File: src/rtl/decode.sv
// Instruction decode stage: FETCH word handshake in, decoded fields out to EXECUTE, jump redirect back to FETCH.
// Optional immediate-operand collection is enabled by defining DECODE_IMM_EN.
`default_nettype none

module decode #(
  parameter logic [15:0] RESET_PC = 16'h0000
) (
  input  logic        clk_i,
  input  logic        rst_i,
  input  logic        fe_valid_i,
  output logic        fe_ready_o,
  input  logic [15:0] fe_addr_i,
  input  logic [15:0] fe_inst_i,
  output logic        fe_valid_o,
  output logic [15:0] fe_pc_o,
  output logic        exe_valid_o,
  input  logic        exe_ready_i,
  output logic [15:0] exe_addr_o,
  output logic [3:0]  exe_opcode_o,
  output logic [3:0]  exe_src_reg_o,
  output logic [1:0]  exe_src_mode_o,
  output logic [3:0]  exe_dst_reg_o,
  output logic [1:0]  exe_dst_mode_o,
  output logic        exe_imm_valid_o,
  output logic [15:0] exe_imm_o,
  input  logic        exe_jmp_valid_i,
  input  logic [15:0] exe_jmp_pc_i
);

  typedef enum logic [1:0] {
    EMPTY    = 2'd0,
    FULL     = 2'd1
`ifdef DECODE_IMM_EN
    ,WAIT_IMM = 2'd2
`endif
  } state_t;

  state_t state, state_nxt, head_nxt;
  logic   flush, accept, fire, load_inst;

  // While a redirect is requested or being announced, incoming words belong to the old stream.
  assign flush      = exe_jmp_valid_i || fe_valid_o;
  assign fe_ready_o = (state != FULL) || exe_ready_i || flush;
  assign accept     = fe_valid_i && fe_ready_o && !flush;
  assign fire       = exe_valid_o && exe_ready_i;

`ifdef DECODE_IMM_EN
  logic load_imm;
  assign head_nxt = (fe_inst_i[11:8] == 4'hF && fe_inst_i[7:6] == 2'd2) ? WAIT_IMM : FULL;
`else
  assign head_nxt = FULL;
`endif

  always_comb begin
    state_nxt = state;
    load_inst = 1'b0;
`ifdef DECODE_IMM_EN
    load_imm  = 1'b0;
`endif
    if (exe_jmp_valid_i) begin
      state_nxt = EMPTY;
    end else begin
      case (state)
        EMPTY: begin
          if (accept) begin
            load_inst = 1'b1;
            state_nxt = head_nxt;
          end
        end
`ifdef DECODE_IMM_EN
        WAIT_IMM: begin
          if (accept) begin
            load_imm  = 1'b1;
            state_nxt = FULL;
          end
        end
`endif
        FULL: begin
          if (accept) begin
            load_inst = 1'b1;
            state_nxt = head_nxt;
          end else if (fire) begin
            state_nxt = EMPTY;
          end
        end
        default: state_nxt = EMPTY;
      endcase
    end
  end

  always_ff @(posedge clk_i) begin
    if (rst_i) begin
      state          <= EMPTY;
      exe_valid_o    <= 1'b0;
      exe_addr_o     <= '0;
      exe_opcode_o   <= '0;
      exe_src_reg_o  <= '0;
      exe_src_mode_o <= '0;
      exe_dst_reg_o  <= '0;
      exe_dst_mode_o <= '0;
      fe_valid_o     <= 1'b1;
      fe_pc_o        <= RESET_PC;
    end else begin
      state       <= state_nxt;
      exe_valid_o <= (state_nxt == FULL);
      fe_valid_o  <= exe_jmp_valid_i;
      if (exe_jmp_valid_i) begin
        fe_pc_o <= exe_jmp_pc_i;
      end
      if (load_inst) begin
        exe_addr_o     <= fe_addr_i;
        exe_opcode_o   <= fe_inst_i[15:12];
        exe_src_reg_o  <= fe_inst_i[11:8];
        exe_src_mode_o <= fe_inst_i[7:6];
        exe_dst_reg_o  <= fe_inst_i[5:2];
        exe_dst_mode_o <= fe_inst_i[1:0];
      end
    end
  end

`ifdef DECODE_IMM_EN
  always_ff @(posedge clk_i) begin
    if (rst_i || load_inst) begin
      exe_imm_valid_o <= 1'b0;
      exe_imm_o       <= '0;
    end else if (load_imm) begin
      exe_imm_valid_o <= 1'b1;
      exe_imm_o       <= fe_inst_i;
    end
  end
`else
  assign exe_imm_valid_o = 1'b0;
  assign exe_imm_o       = '0;
`endif

endmodule

`default_nettype wire

File: config.mk
export PLATFORM = sky130hd
export DESIGN_NAME = decode
export DESIGN_NICKNAME = d
export VERILOG_FILES = /design/src/rtl/decode.sv
export SDC_FILE = /design/constraint.sdc
export NUM_CORES = 1
export LEC_CHECK = 0
export BUFFER_PORTS_ARGS = -buffer_cell sky130_fd_sc_hd__buf_2
export CAP_MARGIN = 20
export CORE_UTILIZATION = 42
export CTS_BUF_LIST = sky130_fd_sc_hd__clkbuf_8
export DETAILED_ROUTE_END_ITERATION = 7
export PLACE_DENSITY = 0.82
export SLEW_MARGIN = 30
export SYNTH_ARGS = -nofsm -noshare
export SYNTH_HDL_FRONTEND = slang
export SYNTH_SLANG_ARGS = --single-unit
File: constraint.sdc
create_clock -name clk_i -period 1.49 [get_ports clk_i]
set_input_delay 0.0745 -clock clk_i [delete_from_list [all_inputs] [get_ports clk_i]]
set_output_delay 0.0745 -clock clk_i [all_outputs]
set_load 0.01 [all_outputs]
# --- Word-level counts from Yosys, hierarchy flattened ---
# Index checks and enable logic that the tools add are counted.
classes:
  muxes: 8
  reduce_logical: 9
  eq_ne: 3
op_table:
  columns: ["op", "n"]
  rows:
  - ["two-way mux 2 bit", 4]
  - ["equality test 2 x 1 -> 1 bit (second input constant)", 2]
  - ["case mux 2 bit (2 select lines)", 1]
  - ["logical AND 1 bit", 3]
  - ["logical OR 1 bit", 3]
  - ["two-way mux 1 bit", 3]
  - ["zero test 2 bit", 1]
  - ["!= test 2 x 1 -> 1 bit (second input constant)", 1]
  - ["OR reduction 2 bit", 1]
  - ["zero test 1 bit", 1]
word_totals:
  reg_bits: 52
  input_bits: 53
  wordCells: 30

# --- Longest topological paths before layout ---
# Gate-level depths: netlist of the first run.
logic_depth:
  ltp_word: 9
  mapped_depth: 5

# --- Least setup slack after synthesis of the first run ---
# OpenSTA, ideal clock, no wires.
synth_timing:
  kind: "register -> register"
  from: "register fe_valid_o"
  to: "register exe_addr_o[0]"
  t_arrival_ns: 1.433
  synth_period_minus_slack_ns: 1.505
  stages_incl_launch_ff: 5
  path_buffers: 1
  required_time_ns: 1.418
  path_slack_ns: -0.015
  path_cell_list: "dfxtp_1 > or4b_4 > a21oi_4 > buf_8 > mux2i_1"
synth_between:
  elab_chain_len: 7
  word_cells_on_any_way: 8
  cone_classes: "3 x mux; 5 x reduce/logical"
synth_lines:
  columns: ["item", "line_no", "source"]
  rows:
  - ["start, declared", "14", "output logic fe_valid_o,"]
  - ["start signal, assigned", "106", "fe_valid_o <= exe_jmp_valid_i;"]
  - ["logical OR 1 bit *", "42", "assign flush = exe_jmp_valid_i || fe_valid_o;"]
  - ["logical OR 1 bit", "43", "assign fe_ready_o = (state != FULL) || exe_ready_i || flush;"]
  - ["logical AND 1 bit", "44", "assign accept = fe_valid_i && fe_ready_o && !flush;"]
  - ["logical AND 1 bit *", "44", null]
  - ["two-way mux 1 bit *", "65, 79", null]
  - ["two-way mux 1 bit *", null, null]
  - ["two-way mux 1 bit *", "60", "if (exe_jmp_valid_i) begin"]
  - ["end signal, assigned", "111", "exe_addr_o <= fe_addr_i;"]
  - ["end, declared", "18", "output logic [15:0] exe_addr_o,"]
# Mark *: on every way between the ends. The rest lies on a longest branch, timed or not.
# A chain may end at the register's enable or synchronous reset.

# --- Worst setup path in the final report of the first run ---
layout_timing:
  from: "register state[1]"
  to: "register exe_addr_o[12]"
layout_between:
  elab_chain_len: 8
  word_cells_on_any_way: 11
  cone_classes: "2 x eq/ne; 3 x mux; 6 x reduce/logical"
layout_lines:
  columns: ["item", "line_no", "source"]
  rows:
  - ["start, declared", "38", "state_t state, state_nxt, head_nxt;"]
  - ["start signal, assigned", "104", "state <= state_nxt;"]
  - ["!= test 2 x 1 -> 1 bit", "43", null]
  - ["logical OR 1 bit (2 in a row)", "43", null]
  - ["logical AND 1 bit (2 in a row)", "44", null]
  - ["two-way mux 1 bit", "65, 79", null]
  - ["two-way mux 1 bit *", null, null]
  - ["two-way mux 1 bit *", "60", null]
# Marks and branches as above.

==> impl_metrics.env, run 1 <==
export IMPL_worst_r2r_path_depth=4
export IMPL_clock_insertion_delay_worst_skew_ns=0.29
export IMPL_worst_r2r_setup_slack_ns=-0.06
export IMPL_final_period_utilization_pct=104
export IMPL_initial_core_util_pct=44.1
export IMPL_clock_tree_htree_level_count=2
export IMPL_r2r_end="exe_addr_o[12]$_SDFFE_PP0P_"
export IMPL_clock_skew_ns=0.00577
export IMPL_pre_cts_ws_ns=-0.0622
export IMPL_syn_avg_cell_area_um2=10.3
export IMPL_cp_data_required_time_ns=1.71
export IMPL_post_cts_hold_buffer_count=0
export IMPL_io_buffers=103
export IMPL_die_area_mm2=0.00573
export IMPL_synth_area_leaders="sky130_fd_sc_hd__dfxtp_1, sky130_fd_sc_hd__mux2i_1, sky130_fd_sc_hd__nand2b_1, sky130_fd_sc_hd__buf_4, sky130_fd_sc_hd__nor2_1"
export IMPL_rows=26
export IMPL_io_pin_count=121
export IMPL_drt_wl_total_um=4250
export IMPL_synthMostInstantiatedCell="sky130_fd_sc_hd__nand2b_1"
export IMPL_final_critical_path_setup_slack_ns=-0.0550
export IMPL_synthToLayoutAreaGrowth_pct=27.9
export IMPL_cts_tree="yes"
export IMPL_synthesized_area_fraction_occupied_by_adder_cells_pct=0
export IMPL_power_total_w=0.00267
export IMPL_postCtsSetupBuffers=0
export IMPL_yosys_most_used_dff="sky130_fd_sc_hd__dfxtp_1"
export IMPL_maxClockFrequency_mhz=647
export IMPL_async_reset_ff_share_pct=0
export IMPL_hp_class="input pin to flip-flop"
export IMPL_drive_gt1_share_pct=36.9
export IMPL_worst_hold_path_num_cells=3
export IMPL_violations="setup timing"
export IMPL_post_synth_top_area_fraction_pct=45.6
export IMPL_grt_start_max_net_pins=51
export IMPL_worstReg2RegStart="state[1]$_SDFF_PP0_"
export IMPL_cap_violations=0
export IMPL_syn_cell_area_mm2=0.00228
export IMPL_design_final_nets=377
export IMPL_synth_xor_area_share_pct=0
export IMPL_gp_congestion=0.669
export IMPL_num_antenna_cells=0
export IMPL_final_period_minus_worst_setup_slack_ns=1.55
export IMPL_cts_buffers_inserted=5
export IMPL_cp_start_kind="flip-flop"
export IMPL_critical_path_max_fanout=16
export IMPL_core_area_mm2=0.00517
export IMPL_grt_use_total_pct=14.7
export IMPL_run_status="complete, but fails checks"
export IMPL_die_height_um=75.7
export IMPL_yosys_cell_types_count=18
export IMPL_yosysWarnings=0
export IMPL_dr_pass1_iters=4
export IMPL_p_comb_share_pct=11.4
export IMPL_p_int_w=0.00208
export IMPL_die_width_um=75.7
export IMPL_yosys_area_share_simple_pct=22.1
export IMPL_holdCritStartpoint="exe_jmp_pc_i[0]"
export IMPL_clockRootBuffer="sky130_fd_sc_hd__clkbuf_8"
export IMPL_power_density_mw_per_mm2=915
export IMPL_clockBufferDepth=2
export IMPL_clock_power_share_pct=34.4
export IMPL_via_count_of_the_first_global_routing_pass=1517
export IMPL_combinational_family_with_the_most_area_after_synthesis="simple AND/OR/NAND/NOR gates"
export IMPL_worst_setup_path_type="flip-flop to flip-flop"
export IMPL_setup_violations=32
export IMPL_synth_edff_count=0
export IMPL_setup_tns_ns=-0.898
export IMPL_ant_nets=0
export IMPL_synthesis_instances=222
export IMPL_arrival_ns=1.76
export IMPL_ys_top_cells_by_count="sky130_fd_sc_hd__nand2b_1, sky130_fd_sc_hd__dfxtp_1, sky130_fd_sc_hd__mux2i_1"
export IMPL_yosysSeqAreaShare_pct=45.6
export IMPL_switching_share_of_power_pct=22.2
export IMPL_vias=1732
export IMPL_synth_compound_area_share_pct=1.15
export IMPL_leakage_nw=1.38
export IMPL_clkTransAtPathRegs_ns=0.08
export IMPL_postSynthRegisterBits=52
export IMPL_worstHoldEndpoint="fe_pc_o[0]$_SDFFE_PP0P_"
export IMPL_route_detailed_drc=0
export IMPL_fill_cells=467
export IMPL_rsz0062_at_grt="yes"
export IMPL_timing_final_hold_violations=0
export IMPL_final_core_utilization_pct=56.4
export IMPL_p_switching_w=0.000592
export IMPL_initialDrtViolationCount=41
export IMPL_antenna_found_initial=0
export IMPL_number_of_clock_sinks=52
export IMPL_viasPerCell=4.38
export IMPL_maxSlewViolCount=0
export IMPL_post_drt_wl_per_cell_um=10.8
export IMPL_vdd_drop_max_v=0.000396
export IMPL_seq_power_share_pct=54.2
export IMPL_critPathCaptureType="flip-flop"
export IMPL_hpwl_detailed_um=3210
export IMPL_yosys_area_top_type="sky130_fd_sc_hd__dfxtp_1"
export IMPL_globalRouteOverflowTotal=0
export IMPL_grt_first_pass_wirelength_um=6420
export IMPL_muxShareOfSynthArea_pct=21.1
[what timing repair did]
| action | in CTS | in global routing |
|---|---|---|
| pin swaps | 0 | 0 |
| setup endpoints to repair | 32 | 32 |
| resized for setup | 0 | 0 |
| hold endpoints to repair | 0 | 0 |
[registers in the layout, indices dropped and copies added, names as in the netlist]
| name | flops |
|---|---|
| exe_addr_o | 16 |
| fe_pc_o | 16 |
| exe_dst_reg_o | 4 |
| exe_opcode_o | 4 |
| exe_src_reg_o | 4 |
| exe_dst_mode_o | 2 |
| exe_src_mode_o | 2 |
| state | 2 |
| exe_valid_o | 1 |
| fe_valid_o | 1 |
[worst max-delay path, cell delays in order, from the launching register on]
cell and delay (ns):
sky130_fd_sc_hd__dfxtp_1 0.32, sky130_fd_sc_hd__or4b_4 0.55, sky130_fd_sc_hd__a21oi_4 0.20, sky130_fd_sc_hd__buf_12 0.19, sky130_fd_sc_hd__mux2i_1 0.21
[placed cells by master, fill, tap and decap left out, drive strengths merged]
cell type / count
nand2b: 64
or2: 1
buf: 109
dfxtp: 52
mux2i: 48
nor2: 16
a21oi: 3
clkinv: 1
or4b: 1
bufinv: 1
nand2: 2
inv: 2
nor4b: 1
nand3b: 1
conb: 18
clkbuf: 5
[per-layer routing]
metal | global-route usage, % | up-vias | wire length (um)
met3 | 4.37 | 6 | 316
met4 | 4.32 | 0 | 40
met5 | 0 | - | 0
li1 | - | 881 | -
met2 | 26.5 | 77 | 2060
met1 | 16.7 | 768 | 1840
[cells by family after synthesis]
group / count (synthesis)
AND/OR/NAND/NOR: 86
flip-flops: 52
multiplexers: 48
buffers and inverters: 32
AO/OA/AOI/OAI: 3
other: 1
[worst max path at each step]
stage / start / endpoint / slack, ns / cells past startpoint
4_1_cts: state[1]$_SDFF_PP0_ / exe_addr_o[12]$_SDFFE_PP0P_ / -0.08 / 4
2_1_floorplan: state[1]$_SDFF_PP0_ / exe_addr_o[0]$_SDFFE_PP0P_ / -0.003 / 4
6_report: state[1]$_SDFF_PP0_ / exe_addr_o[12]$_SDFFE_PP0P_ / -0.06 / 4
3_5_place_dp: state[1]$_SDFF_PP0_ / exe_addr_o[12]$_SDFFE_PP0P_ / -0.06 / 4
3_3_place_gp: state[1]$_SDFF_PP0_ / exe_opcode_o[0]$_SDFFE_PP0P_ / 0.01 / 4
5_1_grt: state[1]$_SDFF_PP0_ / exe_addr_o[13]$_SDFFE_PP0P_ / -0.11 / 4
[power by group through the flow]
stage	sequential (W)	combinational (W)	clock, W
floorplan	0.00150	0.000192	0
global placement	0.00148	0.000301	0
detailed placement	0.00148	0.000308	0
CTS	0.00145	0.000309	0.000956
global route	0.00145	0.000346	0.00102
finish	0.00145	0.000304	0.000919
[area by class of cell]
class	count	area (um2)	share of cell area, %
multi-input cells	155	1080	37.0
well taps	70	87.6	3.00
clock inverters	3	38.8	1.33
repair buffers	109	598	20.5
clock buffers	5	68.8	2.36
inverters	1	3.75	0.129
flip-flops and latches	52	1040	35.7
[per-stage QoR]
stage                     cell area [um2]  hold slack [ns]  std cells
final                                2920           0.0135        395
after detailed placement             2810            0.323        387
after global placement               2810            0.313        387
after floorplan                      2350            0.222        239
after global routing                 2920           0.0134        395
after CTS                            2920          0.00851        395
Note: power is estimated with default switching activity, not from simulation.
==> inputs of run 2 (changes only) <==
--- a/config.mk
+++ b/config.mk
@@ -5,7 +5,7 @@
 export SDC_FILE = /design/constraint.sdc
 export NUM_CORES = 1
 export LEC_CHECK = 0
-export BUFFER_PORTS_ARGS = -buffer_cell sky130_fd_sc_hd__buf_2
+export BUFFER_PORTS_ARGS = -buffer_cell sky130_fd_sc_hd__buf_4
 export CAP_MARGIN = 20
 export CORE_UTILIZATION = 42
 export CTS_BUF_LIST = sky130_fd_sc_hd__clkbuf_8
==> impl_metrics.env, run 2 (synthesis gave the netlist of run 1 again) <==
export IMPL_cp_start_kind="flip-flop"
export IMPL_clkTransAtPathRegs_ns=0.10
export IMPL_vdd_drop_max_v=0.000499
export IMPL_rows=26
export IMPL_arrival_ns=1.79
export IMPL_maxSlewViolCount=0
export IMPL_clock_skew_ns=0.00659
export IMPL_clock_insertion_delay_worst_skew_ns=0.30
export IMPL_design_final_nets=381
export IMPL_core_area_mm2=0.00517
export IMPL_initialDrtViolationCount=44
export IMPL_route_detailed_drc=0
export IMPL_grt_start_max_net_pins=76
export IMPL_setup_violations=33
export IMPL_die_area_mm2=0.00573
export IMPL_timing_worst_slew_pin_value_ns=0.517
export IMPL_hpwl_detailed_um=3290
export IMPL_setup_tns_ns=-1.58
export IMPL_io_pin_count=121
export IMPL_final_period_minus_worst_setup_slack_ns=1.56
export IMPL_violations="setup timing"
export IMPL_die_height_um=75.7
export IMPL_gp_congestion=0.662
export IMPL_maxClockFrequency_mhz=641
export IMPL_cap_violations=0
export IMPL_initial_core_util_pct=44.1
export IMPL_die_width_um=75.7
export IMPL_drive_gt1_share_pct=38.3
export IMPL_post_drt_wl_per_cell_um=11.7
export IMPL_dr_pass1_iters=4
export IMPL_cts_buffers_inserted=5
export IMPL_mostFrequentLayoutCells="sky130_fd_sc_hd__buf_4, sky130_fd_sc_hd__nand2b_1, sky130_fd_sc_hd__dfxtp_1"
export IMPL_grt_first_pass_wirelength_um=6760
export IMPL_largest_registers_in_the_final_layout="exe_addr_o: 16 flops, fe_pc_o: 16 flops"
export IMPL_postLayoutCellArea_mm2=0.00325
export IMPL_pre_cts_ws_ns=-0.0337
export IMPL_io_buffers=103
export IMPL_final_period_utilization_pct=105
export IMPL_critPathCaptureType="flip-flop"
export IMPL_final_common_cell="sky130_fd_sc_hd__buf_4"
export IMPL_rsz0062_at_grt="yes"
export IMPL_leakage_nw=1.45
export IMPL_hp_class="input pin to flip-flop"
export IMPL_clock_tree_htree_level_count=2
export IMPL_ant_nets=0
export IMPL_worst_setup_path_type="flip-flop to flip-flop"
export IMPL_num_antenna_cells=0
export IMPL_power_density_mw_per_mm2=854
export IMPL_max_slew_headroom_pct=65.5
export IMPL_globalRouteOverflowTotal=0
export IMPL_antenna_found_initial=0
export IMPL_via_count_of_the_first_global_routing_pass=1594
export IMPL_drt_wl_total_um=4650
export IMPL_grt_use_total_pct=15.5
export IMPL_cts_tree="yes"
export IMPL_vias=1763
export IMPL_viasPerCell=4.42
export IMPL_clockBufferDepth=2
export IMPL_synthToLayoutAreaGrowth_pct=42.2
export IMPL_number_of_clock_sinks=52
export IMPL_clockRootBuffer="sky130_fd_sc_hd__clkbuf_8"
export IMPL_critical_path_max_fanout=8
export IMPL_run_status="complete, but fails checks"
export IMPL_power_total_w=0.00277
export IMPL_timing_final_hold_violations=0
export IMPL_final_critical_path_setup_slack_ns=-0.0695
export IMPL_dpl_cell_area_mm2=0.00305
export IMPL_hold_slack_ns=0.0110
export IMPL_cp_data_required_time_ns=1.72
run 2: layout make-up:
class / instances / area (um2)
fill: 452 / 1930
sequential: 52 / 1040
timing repair buffer: 113 / 921
clock inverter: 3 / 42.5
tap: 70 / 87.6
multi-input combinational: 155 / 1080
inverter: 1 / 3.75
clock buffer: 5 / 68.8
run 2: per-layer routing:
layer	share of wire [%]	up-vias	global-route usage, %
li1	-	886	-
met1	41	796	16.3
met2	50	76	28.2
met3	8.7	5	6.08
met4	0.95	0	5.14
met5	0	-	0
run 2: path summary, 6_finish.rpt:
kind	from	endpoint	slack, ns	depth (start not counted)
setup / recovery	state[1]$_SDFF_PP0_	exe_addr_o[1]$_SDFFE_PP0P_	-0.07	5
hold / removal	exe_jmp_pc_i[7]	fe_pc_o[7]$_SDFFE_PP0P_	0.01	3
setup reg to reg	state[1]$_SDFF_PP0_	exe_addr_o[1]$_SDFFE_PP0P_	-0.07	5
hold reg to reg	exe_addr_o[4]$_SDFFE_PP0P_	exe_addr_o[4]$_SDFFE_PP0P_	0.48	2
run 2: what timing repair did:
action | CTS | global route
resized for setup | 0 | 1
setup buffers | 0 | 3
setup endpoints to repair | 32 | 32
cloned | 0 | 2
hold buffers | 0 | 0
pin swaps | 0 | 0
run 2: critical path, cell delays in order (launching register included):
cell and delay [ns]:
sky130_fd_sc_hd__dfxtp_2 0.33, sky130_fd_sc_hd__or4b_4 0.54, sky130_fd_sc_hd__a21oi_4 0.15, sky130_fd_sc_hd__buf_12 0.14, sky130_fd_sc_hd__clkbuf_16 0.16, sky130_fd_sc_hd__mux2i_1 0.17
run 2: through the flow:
| step | std cells | utilization [%] |
|---|---|---|
| 6_report | 399 | 62.7 |
| 5_1_grt | 399 | 62.7 |
| 4_1_cts | 394 | 61.1 |
| 3_5_place_dp | 386 | 58.9 |
| 3_3_place_gp | 386 | 58.9 |
| 2_1_floorplan | 239 | - |
run 2: power by group:
part	internal, W	switching [W]	leakage, nW
logic	0.000218	0.000150	0.978
registers	0.00143	0.0000207	0.423
clock network	0.000497	0.000456	0.0541
==> inputs of run 3 (changes only) <==
--- a/config.mk
+++ b/config.mk
@@ -9,6 +9,7 @@
 export CAP_MARGIN = 20
 export CORE_UTILIZATION = 42
 export CTS_BUF_LIST = sky130_fd_sc_hd__clkbuf_8
+export CTS_CLUSTER_SIZE = 25
 export DETAILED_ROUTE_END_ITERATION = 7
 export PLACE_DENSITY = 0.82
 export SLEW_MARGIN = 30
==> constraint.sdc (replaced) <==
create_clock -name clk_i -period 1.49 [get_ports clk_i]
set_input_delay 0.0745 -clock clk_i [delete_from_list [all_inputs] [get_ports clk_i]]
set_output_delay 0.0745 -clock clk_i [all_outputs]
set_load 0.005 [all_outputs]
==> impl_metrics.env, run 3 (synthesis gave the netlist of run 1 again) <==
export IMPL_worst_r2r_path_depth=4
export IMPL_grt_use_total_pct=14.9
export IMPL_drive_gt1_share_pct=37.0
export IMPL_hp_class="input pin to flip-flop"
export IMPL_grt_first_pass_wirelength_um=6380
export IMPL_clock_skew_ns=0.00632
export IMPL_timing_final_hold_violations=0
export IMPL_mostFrequentLayoutCells="sky130_fd_sc_hd__buf_4, sky130_fd_sc_hd__nand2b_1, sky130_fd_sc_hd__dfxtp_1"
export IMPL_timing_worst_slew_pin_value_ns=0.582
export IMPL_initial_core_util_pct=44.1
export IMPL_leakage_nw=1.43
export IMPL_cts_buffers_inserted=5
export IMPL_seq_power_share_pct=51.8
export IMPL_switching_share_of_power_pct=20.3
export IMPL_p_int_w=0.00223
export IMPL_postLayoutCellArea_mm2=0.00317
export IMPL_design_final_nets=376
export IMPL_die_width_um=75.7
export IMPL_power_density_mw_per_mm2=882
export IMPL_cp_data_required_time_ns=1.71
export IMPL_worst_hold_path_num_cells=3
export IMPL_p_switching_w=0.000569
export IMPL_dpl_cell_area_mm2=0.00305
export IMPL_post_cts_hold_buffer_count=0
export IMPL_synthToLayoutAreaGrowth_pct=39.1
export IMPL_via_count_of_the_first_global_routing_pass=1571
export IMPL_run_status="complete, but fails checks"
export IMPL_cp_cell_sequence="or4b_4 -> a21oi_4 -> buf_12 -> mux2i_1"
export IMPL_die_height_um=75.7
export IMPL_ant_nets=0
export IMPL_final_period_utilization_pct=104
export IMPL_critical_path_slowest_cell="sky130_fd_sc_hd__or4b_4"
export IMPL_clock_tree_htree_level_count=2
export IMPL_hold_slack_ns=0.0177
export IMPL_critical_path_max_fanout=17
export IMPL_clockRootBuffer="sky130_fd_sc_hd__clkbuf_8"
export IMPL_route_detailed_drc=0
export IMPL_die_area_mm2=0.00573
export IMPL_cp_start_kind="flip-flop"
export IMPL_max_slew_headroom_pct=61.2
export IMPL_initialDrtViolationCount=33
export IMPL_cts_tree="yes"
export IMPL_rows=26
export IMPL_antenna_found_initial=0
export IMPL_vdd_drop_max_v=0.000385
export IMPL_final_common_cell="sky130_fd_sc_hd__buf_4"
export IMPL_clkTransAtPathRegs_ns=0.09
export IMPL_io_pin_count=121
export IMPL_number_of_clock_sinks=52
export IMPL_worst_setup_path_type="flip-flop to flip-flop"
export IMPL_vias=1744
export IMPL_cap_violations=0
export IMPL_setup_tns_ns=-0.821
export IMPL_core_area_mm2=0.00517
export IMPL_pre_cts_ws_ns=-0.0442
export IMPL_violations="setup timing"
export IMPL_final_period_minus_worst_setup_slack_ns=1.55
export IMPL_viasPerCell=4.43
export IMPL_maxClockFrequency_mhz=644
export IMPL_setup_violations=32
export IMPL_critPathCaptureType="flip-flop"
export IMPL_num_antenna_cells=0
export IMPL_maxSlewViolCount=0
export IMPL_clock_power_share_pct=36.4
export IMPL_drt_wl_total_um=4390
export IMPL_hpwl_detailed_um=3300
export IMPL_globalRouteOverflowTotal=0
export IMPL_largest_registers_in_the_final_layout="exe_addr_o: 16 flops, fe_pc_o: 16 flops"
export IMPL_clock_insertion_delay_worst_skew_ns=0.29
export IMPL_io_buffers=103
export IMPL_dr_pass1_iters=4
export IMPL_rsz0062_at_grt="yes"
export IMPL_gp_congestion=0.818
export IMPL_clockBufferDepth=2
export IMPL_grt_start_max_net_pins=82
export IMPL_final_critical_path_setup_slack_ns=-0.0626
export IMPL_post_drt_wl_per_cell_um=11.1
export IMPL_postCtsSetupBuffers=0
export IMPL_max_stage_delay_ns=0.55
export IMPL_p_comb_share_pct=11.8
export IMPL_arrival_ns=1.77
run 3: changes by cell type in the layout (fill, tap and decap cells not counted):
| cell | previous run | this run |
|---|---|---|
| sky130_fd_sc_hd__clkbuf_8 | 5 | 7 |
| sky130_fd_sc_hd__clkinvlp_4 | 1 | 0 |
| sky130_fd_sc_hd__clkinv_2 | 1 | 0 |
| sky130_fd_sc_hd__buf_4 | 108 | 106 |
| sky130_fd_sc_hd__dfxtp_2 | 2 | 1 |
| sky130_fd_sc_hd__dfxtp_1 | 50 | 51 |
| sky130_fd_sc_hd__buf_12 | 3 | 2 |
| sky130_fd_sc_hd__clkbuf_16 | 2 | 0 |
run 3: power by group through the flow:
| stage | clock network, W | registers [W] | logic [W] |
|---|---|---|---|
| floorplan | 0 | 0.00148 | 0.000182 |
| global placement | 0 | 0.00148 | 0.000327 |
| detailed placement | 0 | 0.00148 | 0.000335 |
| CTS | 0.00105 | 0.00145 | 0.000335 |
| global route | 0.00112 | 0.00145 | 0.000366 |
| finish | 0.00102 | 0.00145 | 0.000332 |
run 3: per-stage QoR:
| stage | std cells | power [W] | utilization, % |
|---|---|---|---|
| final | 394 | 0.00280 | 61.4 |
| after detailed placement | 386 | 0.00182 | 58.9 |
| after floorplan | 239 | 0.00167 | - |
| after CTS | 394 | 0.00284 | 61.3 |
| after global routing | 394 | 0.00294 | 61.4 |
| after global placement | 386 | 0.00181 | 58.9 |
run 3: path summary, 6_finish.rpt:
check	slack, ns	from	to
worst min register to register	0.48	exe_addr_o[15]$_SDFFE_PP0P_	exe_addr_o[15]$_SDFFE_PP0P_
worst max register to register	-0.06	state[1]$_SDFF_PP0_	exe_addr_o[13]$_SDFFE_PP0P_
worst min-delay path	0.02	exe_jmp_pc_i[5]	fe_pc_o[5]$_SDFFE_PP0P_
worst max-delay path	-0.06	state[1]$_SDFF_PP0_	exe_addr_o[13]$_SDFFE_PP0P_
run 3: final cells by class:
class	count	area, um2
clock buffers	7	96.3
clock inverters	1	30.0
fillers	460	2000
inverters	1	3.75
multi-input cells	155	1080
flip-flops and latches	52	1040
well taps	70	87.6
repair buffers	108	836
run 3: worst max-delay path, delay by kind of cell, from the launching register on:
family	cells	cell delay (ns)
AND/OR/NAND/NOR	1	0.55
buffers and inverters	1	0.20
AO/OA/AOI/OAI	1	0.20
multiplexers	1	0.21
flip-flops	1	0.33
run 3: what timing repair did:
item,4_1_cts,5_1_grt
gates resized for setup,0,1
hold endpoints to repair,0,0
endpoints found under the setup margin,32,32
pin swaps,0,0
run 3: per-layer routing:
layer	GRT usage [%]	part of all wire, %	up-vias
li1	-	-	876
met1	15.0	39	782
met2	27.8	49	80
met3	5.29	10	6
met4	5.97	1.2	0
met5	0	0	-
